$ cat src/rtl/gpu_pkg.sv
// Shared types and constants for the Gpu write-queue slice.
// Write record, drain FSM state encoding and Gpu command-nibble constants.
package gpu_pkg;

   localparam int GPU_ADDR_W = 12;
   localparam int GPU_DATA_W = 8;

   localparam logic [3:0] GPU_CMD_PALETTE = 4'hF;
   localparam logic [3:0] GPU_CMD_HELPER  = 4'hE;

   typedef struct packed {
      logic [GPU_ADDR_W-1:0] addr;
      logic [GPU_DATA_W-1:0] data;
   } gpu_wr_t;

   typedef enum logic [1:0] {
      IDLE,
      SETUP,
      STROBE,
      HOLD
   } wq_state_t;

endpackage

$ cat src/rtl/gpu_wq_fifo.sv
// Synchronous DEPTH-entry FIFO of gpu_wr_t records with registered full/level.
// A push while full is ignored even if a pop happens in the same cycle.
module gpu_wq_fifo
   import gpu_pkg::*;
#(
   parameter int DEPTH = 16
) (
   input  logic                     clk,
   input  logic                     reset,
   input  logic                     push,
   input  gpu_wr_t                  push_data,
   input  logic                     pop,
   output gpu_wr_t                  head,
   output logic [$clog2(DEPTH):0]   level,
   output logic                     full
);

   localparam int PW = $clog2(DEPTH);
   localparam int LW = PW + 1;
   localparam logic [LW-1:0] FULL_LEVEL = LW'(DEPTH);

   gpu_wr_t        mem [DEPTH];
   logic [PW-1:0]  wr_ptr;
   logic [PW-1:0]  rd_ptr;
   logic           push_ok;
   logic           pop_ok;
   logic [LW-1:0]  level_next;

   always_comb begin
      push_ok    = push & ~full;
      pop_ok     = pop & (level != '0);
      level_next = level + LW'(push_ok) - LW'(pop_ok);
   end

   always_ff @(posedge clk or negedge reset) begin
      if (!reset) begin
         wr_ptr <= '0;
         rd_ptr <= '0;
         level  <= '0;
         full   <= 1'b0;
      end else begin
         if (push_ok) wr_ptr <= wr_ptr + PW'(1);
         if (pop_ok)  rd_ptr <= rd_ptr + PW'(1);
         level <= level_next;
         full  <= (level_next == FULL_LEVEL);
      end
   end

   // Storage carries no reset; only the pointers define validity.
   always_ff @(posedge clk) begin
      if (push_ok) mem[wr_ptr] <= push_data;
   end

   assign head = mem[rd_ptr];

endmodule

$ cat src/rtl/gpu_write_queue.sv
// Buffers CPU writes to the Gpu register port and drains them only during blanking,
// using a setup/strobe/hold sequence so the Gpu sees stable address/data around w.
module gpu_write_queue
   import gpu_pkg::*;
#(
   parameter int DEPTH  = 16,
   parameter int ADDR_W = GPU_ADDR_W,
   parameter int DATA_W = GPU_DATA_W
) (
   input  logic                    clk,
   input  logic                    reset,
   input  logic [ADDR_W-1:0]       cpu_address,
   input  logic [DATA_W-1:0]       cpu_data,
   input  logic                    cpu_w,
   output logic                    full,
   output logic [$clog2(DEPTH):0]  level,
   output logic                    overflow,
   input  logic                    overflow_clear,
   input  logic                    blank,
   output logic [ADDR_W-1:0]       gpu_address,
   output logic [DATA_W-1:0]       gpu_data,
   output logic                    gpu_w
);

   wq_state_t state;
   wq_state_t state_next;
   logic      pop;
   gpu_wr_t   head;
   gpu_wr_t   push_data;

   assign push_data = '{addr: cpu_address, data: cpu_data};

   gpu_wq_fifo #(.DEPTH(DEPTH)) u_fifo (
      .clk       (clk),
      .reset     (reset),
      .push      (cpu_w),
      .push_data (push_data),
      .pop       (pop),
      .head      (head),
      .level     (level),
      .full      (full)
   );

   // blank is only looked at when leaving IDLE or HOLD, so a transfer never aborts.
   always_comb begin
      state_next = state;
      pop        = 1'b0;
      case (state)
         IDLE, HOLD: begin
            if ((level != '0) && blank) begin
               pop        = 1'b1;
               state_next = SETUP;
            end else begin
               state_next = IDLE;
            end
         end
         SETUP:   state_next = STROBE;
         STROBE:  state_next = HOLD;
         default: state_next = IDLE;
      endcase
   end

   always_ff @(posedge clk or negedge reset) begin
      if (!reset) begin
         state       <= IDLE;
         gpu_w       <= 1'b0;
         gpu_address <= '0;
         gpu_data    <= '0;
         overflow    <= 1'b0;
      end else begin
         state <= state_next;
         gpu_w <= (state_next == STROBE);
         if (pop) begin
            gpu_address <= head.addr;
            gpu_data    <= head.data;
         end
         if (cpu_w && full)       overflow <= 1'b1;
         else if (overflow_clear) overflow <= 1'b0;
      end
   end

endmodule

$ cat config.mk
export PLATFORM = sky130hd
export DESIGN_NAME = gpu_write_queue
export DESIGN_NICKNAME = d
export VERILOG_FILES = /design/src/rtl/gpu_pkg.sv /design/src/rtl/gpu_wq_fifo.sv /design/src/rtl/gpu_write_queue.sv
export SDC_FILE = /design/constraint.sdc
export NUM_CORES = 1
export LEC_CHECK = 0
export ABC_AREA = 0
export ABC_CLOCK_PERIOD_IN_PS = 4100
export CORE_ASPECT_RATIO = 1.5
export CORE_MARGIN = 10
export CORE_UTILIZATION = 30
export DETAILED_ROUTE_END_ITERATION = 6
export SLEW_MARGIN = 20
export SYNTH_ARGS = -nofsm -noshare
export SYNTH_HDL_FRONTEND = slang
export SYNTH_HIERARCHICAL = 1
export SYNTH_SLANG_ARGS = --single-unit
$ cat constraint.sdc
create_clock -name clk -period 4.1 [get_ports clk]
set_input_delay 0.615 -clock clk [delete_from_list [all_inputs] [get_ports clk]]
set_output_delay 0.615 -clock clk [all_outputs]
set_load 0.02 [all_outputs]
---- Word-level counts from Yosys, hierarchy flattened ----
Memory sizes are Yosys's and may differ from the RTL's. A register that Yosys moved wholly into a read port is not among the register bits.
Index checks and enable logic that the tools add are counted.
operators by class
  reductions and logical operators ........ 7
  mux-type cells .......................... 8
  equal/unequal tests ..................... 5
  $lt $le $gt $ge ......................... 0
  multipliers ............................. 0
  add/subtract/negate cells ............... 4
  bitwise logic cells ..................... 3
  shift-type cells ........................ 0
  divide/modulo/power cells ............... 0
operator list
  kind                                                             count
  4-bit by 1-bit adder with 4-bit output, second input constant    2
  1-bit two-way mux                                                7
  2-bit == test, second input constant                             3
  2-bit one-hot mux with 3 select lines                            1
  5-bit by 1-bit adder with 5-bit output                           1
  5-bit == test, second input constant                             1
  5-bit nonzero test                                               1
  5-bit by 1-bit subtractor with 5-bit output                      1
  1-bit bitwise AND                                                2
  2-bit by 1-bit == test with 1-bit output, second input constant  1
  1-bit logical AND                                                2
  2-bit zero test                                                  1
  2-bit nonzero test                                               1
  2-bit OR reduction                                               1
  1-bit zero test                                                  1
  1-bit NOT                                                        1
word-level totals
  output and inout bits ................... 28
  memories kept ........................... 1
  memory bits (read-only) ................. 0
  word-level logic and storage cells ...... 35
  bits in latches ......................... 0
  memory bits (writable) .................. 320
  input port bits ......................... 25
  register bits ........................... 18
memories
  name        words  bits a word  rd ports  clocked after Yosys merged registers in  write ports  line               source
  u_fifo.mem  16     20           1         1                                        1            gpu_wq_fifo.sv:22  gpu_wr_t mem [DEPTH];

---- Longest topological paths before layout ----
  word-level depth ........................ 7
  mapped depth ............................ 14
  mapped depth without buffers ............ 13

---- Modules after synthesis ----
The synthesis kept the hierarchy.
modules (own cells, without submodules)
  module           times used  area an instance (sq um)  sequential area each (sq um)  cells an instance
  gpu_wq_fifo      1           12786.0                   9959.6                        576
  gpu_write_queue  1           999.7                     600.6                         57

---- Worst setup path before layout ----
OpenSTA, ideal clock, no wires.
  path kind ............................... register -> register
  from .................................... reg u_fifo.level[3]
  to ...................................... reg u_fifo.full
  slack ................................... 1045 ps
  arrival ................................. 2935 ps
  period minus slack after synthesis ...... 3055 ps
  stages on the path, launching flop included .. 14
  data required time ...................... 3980 ps
  buffers on the path ..................... 1
  library setup time ...................... 120 ps
  cell sequence ........................... dfrtp_1 -> or3_1 -> o311a_4 -> buf_6 -> inv_1 -> a31oi_1 -> ha_1 -> inv_1 -> ha_1 -> fa_1 -> a21oi_1 -> o21bai_1 -> xnor2_1 -> and3b_1
between the ends
  cells in the longest elaborated chain, start to end .. 7
  elaborated cells between the ends (all ways) .. 8
  those cells by class .................... add/sub (2); eq/ne (1); mux (2); bitwise (1); reduce/logical (2)
RTL lines
  item                                         line                   source
  start, declared                              gpu_wq_fifo.sv:14      output logic [$clog2(DEPTH):0] level,
  start signal, assigned                       gpu_wq_fifo.sv:44      level <= level_next;
  5-bit nonzero test                           gpu_write_queue.sv:50  if ((level != '0) && blank) begin
  1-bit logical AND                            gpu_write_queue.sv:50
  1-bit two-way mux                            gpu_write_queue.sv:50
  1-bit two-way mux                            gpu_write_queue.sv:48  case (state)
  named net pop                                gpu_write_queue.sv:27  logic pop;
  1-bit bitwise AND                            gpu_wq_fifo.sv:31      pop_ok = pop & (level != '0);
  named net u_fifo.pop_ok                      gpu_wq_fifo.sv:26      logic pop_ok;
  5-bit by 1-bit subtractor with 5-bit output  gpu_wq_fifo.sv:32      level_next = level + LW'(push_ok) - LW'(pop_ok);
  named net u_fifo.level_next[4]               gpu_wq_fifo.sv:27      logic [LW-1:0] level_next;
  5-bit == test                                gpu_wq_fifo.sv:45      full <= (level_next == FULL_LEVEL);
  end signal, assigned                         gpu_wq_fifo.sv:45
  end, declared                                gpu_wq_fifo.sv:15      output logic full
The timed path passes the listed nets, and every way through them passes these cells.
A chain may end at the register's enable or synchronous reset.

---- Worst setup path after layout ----
  from .................................... reg u_fifo.level[3]
  to ...................................... reg u_fifo.full
between the ends
  cells in the longest elaborated chain, start to end .. 7
  elaborated cells between the ends (all ways) .. 8
  those cells by class .................... add/sub (2); eq/ne (1); mux (2); bitwise (1); reduce/logical (2)
RTL lines
  item                                             line
  5-bit nonzero test (*)                           gpu_wq_fifo.sv:31, gpu_write_queue.sv:50
  1-bit logical AND                                gpu_write_queue.sv:50
  1-bit two-way mux                                gpu_write_queue.sv:50
  1-bit two-way mux                                gpu_write_queue.sv:48
  1-bit bitwise AND (*)                            gpu_wq_fifo.sv:31
  named net u_fifo.pop_ok                          gpu_wq_fifo.sv:26
  5-bit by 1-bit subtractor with 5-bit output (*)  gpu_wq_fifo.sv:32
  named net u_fifo.level_next[4]                   gpu_wq_fifo.sv:27
  5-bit == test (*)                                gpu_wq_fifo.sv:45
Mark *: on every way through the listed nets, which the timed path passes. The rest lies on a longest branch.

==> out/results.env <==
NUMBER_OF_BUFFERS_ADDED_BY_THE_CLOCK_TREE_SYNTHESIS_STEP=31
GLOBAL_ROUTE.OVERFLOW_TOTAL=0
SYNTH_SEQ_AREA_SHARE=0.7660
SYN_AREA_PER_CELL_UM2=21.78
FINALHOLDWORSTSLACK_NS=0.1288
CLOCK-SKEW-FINAL_NS=0.02495
SYNTH_FLOP_CELL='edfxtp_1'
CLOCK_TREE_FROM_TRITONCTS='yes'
REGISTER_AREA_UM2=10570
ASYNC_FLOP_SHARE=0.1061
PEAKVDDDROP_mV=0.3559
RUN_STATUS='complete, no violations'
ANTENNA_FOUND_INITIAL=1
DETAIL_ROUTED_VIA_COUNT_PER_CELL=4.784
GPL.FINAL_WEIGHTED_CONGESTION=0.7323
DIE_WIDTH_UM=195.0
CLK_PIN_SLEW_NS=0.07
INITIAL_UTILIZATION=0.3020
NUMBER_OF_ENABLE_FLIP_FLOP_CELLS_AFTER_SYNTHESIS=320
MOST_FREQUENT_CELL_AFTER_SYNTHESIS='edfxtp_1'
TIMING.FINAL.MAX_SLEW_VIOLATIONS=0
MAPPEDNETLISTNETS=672
MAX-SLEW-MARGIN-REL=0.4359
NETLIST_AREA_PRE_PLACE_UM2=13790
CTS-ROOT-TO-SINK-BUFFERS=3
PLACEMENT_ROWS=96
POST_CTS_RESIZE_COUNT=0
CTS_SETUP_BUFFERS=0
ROUTE.ANTENNA.REMAINING_NETS=0
SYNTH_AREA_LEADERS='edfxtp_1 70%, mux4_2 13%, dfrtp_1 6.9%, a22oi_1 2.2%, mux2_4 2.0%'
TIMING.SETUP.TNS_NS=0
FIRST_PASS_GRT_WIRE_LENGTH_MM=45.74
ACHIEVABLE-FREQUENCY_GHz=0.3308
NUM_VIAS=6377
SYNTHTOLAYOUTAREAGROWTH_PCT=17.92
FIRST_ITER_VIOLATIONS=406
WIRE_PER_INST_UM=23.20
SYNTHDOMINANTCELLAREASHARE=0.6970
DRV.MAX_CAP_VIOLATION_COUNT=0
SYNTH_LARGEST_AREA_CELL='edfxtp_1'
DIEHEIGHT_UM=282.5
POWERDENSITY_nW_PER_UM2=704.5
DESIGN.CORE.AREA_UM2=45640
SYNTH_CELLS=633
SYNTH-WARNING-COUNT=6
WORST-SETUP-PATH-TYPE='flop to flop'
GRT_START_MAX_NET_PINS=45
DP_HPWL_MM=18.57
FINAL-INSTANCE-COUNT-EXCL-FILL=1333
LAYOUT_WORST_PATH_CYCLE_SHARE=0.7373
GRT_PASS1_VIAS=6881
CRITPATHLAUNCHTYPE='flop'
REQUIRED_NS=4.62
ARRIVAL_NS=3.54
TIMING.HOLD.WORST.CLASS='input pin to async pin'
LEAKAGE_nW=5.343
WORSTSKEWPAIRLATENCY_NS=0.58
SYNTH_SEQ_CELLS=358
DRTPASS1ITERATIONS=4
CRITICAL_PATH_FANOUT_MAX=5
RSZ0062_AT_GRT='false'
CTS-HTREE-LEVELS=1
FINALSETUPVIOLATIONS=0
HOLD_VIOLATIONS=0
LIST_OF_MOST_FREQUENT_POST_SYNTHESIS_CELLS='320 x edfxtp_1, 80 x mux4_2, 40 x a22oi_1'
TRACK_USAGE=0.1108
DPL_CELLS=1275
MULTIINPUTGATEAREA_UM2=3052
MAX_SLEW.WORST_PIN.SLEW_NS=0.8423
FLOORPLAN.IO_PINS=53
CTSROOTBUFFERMASTER='clkbuf_16'
SHARE_OF_FINAL_LAYOUT_STANDARD_CELLS_STRONGER_THAN_DRIVE_STRENGTH_1=0.2805
FILLCELLCOUNT=4202
DIE_AREA_UM2=55100
CLOCK_SINK_COUNT=358
REMAINING_DRC_ERRORS=0
TIMING.CRITICAL_PATH.TO_TYPE='flop'
SYNTH_CELL_TYPES=31
FINAL_PERIOD_MINUS_WORST_SETUP_SLACK_NS=3.023
POSTCTSHOLDBUFS=0
ROUTE.FINAL.WIRE_LENGTH_MM=30.93
DESIGN.FINAL.NETS=759
ANTENNA_CELLS=0
PORT_BUFFERS=52
==> kinds of logic after synthesis <==
logic type / synth area share
AOI/OAI and AO/OA: 0.02687
xor gates and xnor gates: 0.006353
adders and majority gates: 0.01325
buffers and inverters: 0.01679
DFF: 0.7660
muxes: 0.1528
and+or+nand+nor: 0.01797
==> metal layers <==
layer  up-vias  wire, um  track usage
li1       2765         -            -
met1      3423     11290       0.1195
met2       139     17290       0.2108
met3        48      1403      0.01826
met4         2       933      0.04258
met5         -        13            0
==> flip-flops by register name, indices dropped and copies added (netlist names) <==
register	flops
u_fifo/mem	320
gpu_address	12
gpu_w	1
overflow	1
u_fifo/wr_ptr	4
state	2
gpu_data	8
u_fifo/rd_ptr	4
u_fifo/full	1
u_fifo/level	5
==> metrics by stage <==
stage                     area [um^2]  power (mW)  setup slack (ns)    util
final                           16260       11.45             1.077  0.3561
after global routing            16260       12.01            0.9021  0.3561
after CTS                       16260       11.63             1.097  0.3561
after detailed placement        15200       8.598            0.7952  0.3331
after global placement          15200       8.540            0.8497  0.3331
after floorplan                 13790       7.283             1.045       -
==> critical path, stage by stage, from the launching register on <==
cell      delay (ns)
dfrtp_1         0.42
or3_1           0.39
o311a_4         0.31
inv_1           0.06
a31oi_1         0.09
ha_1            0.35
inv_1           0.05
ha_1            0.21
fa_1            0.44
a21oi_1         0.17
o21bai_1        0.09
xnor2_1         0.21
and3b_1         0.18
==> placed cells by master (no fill, tap or decap), drive strengths merged, types with 6 or more instances in the layout <==
cell type / netlist / routed
dfrtp: 38 / 38
a22oi: 40 / 40
edfxtp: 320 / 320
ha: 13 / 13
clkinv: 0 / 14
clkdlybuf4s50: 0 / 51
mux2: 21 / 21
nor2: 14 / 14
clkbuf: 13 / 34
xnor2: 6 / 6
nand2: 28 / 28
mux4: 80 / 80
inv: 13 / 15
buf: 18 / 34
==> power by group <==
part           total [mW]  leakage, nW  internal (mW)  switching, mW
combinational        3.50         1.48           1.74           1.76
clock                3.03        0.514           1.71           1.32
sequential           4.92         3.35           4.49          0.429
==> path summary, 6_finish.rpt <==
| check | startpoint | to | slack, ns | cells after the start |
|---|---|---|---|---|
| max in group asynchronous | reset | u_fifo/rd_ptr[1] | 3.50 | 2 |
| max reg2reg | u_fifo/level[3] | u_fifo/full | 1.08 | 12 |
| min in group clk | u_fifo/full | overflow | 0.51 | 2 |
| min reg2reg | u_fifo/full | overflow | 0.51 | 2 |
| min | reset | overflow | 0.13 | 2 |
| max | u_fifo/level[3] | u_fifo/full | 1.08 | 12 |
==> area by class of cell <==
cell class                 instances  area share
sequential                       358      0.6501
tap                              588     0.04526
timing repair buffer              85     0.04926
clock buffer                      34     0.04841
clock inverter                    24     0.01624
inverter                          13    0.003002
multi-input combinational        231      0.1877
(Power assumes the default switching activity.)
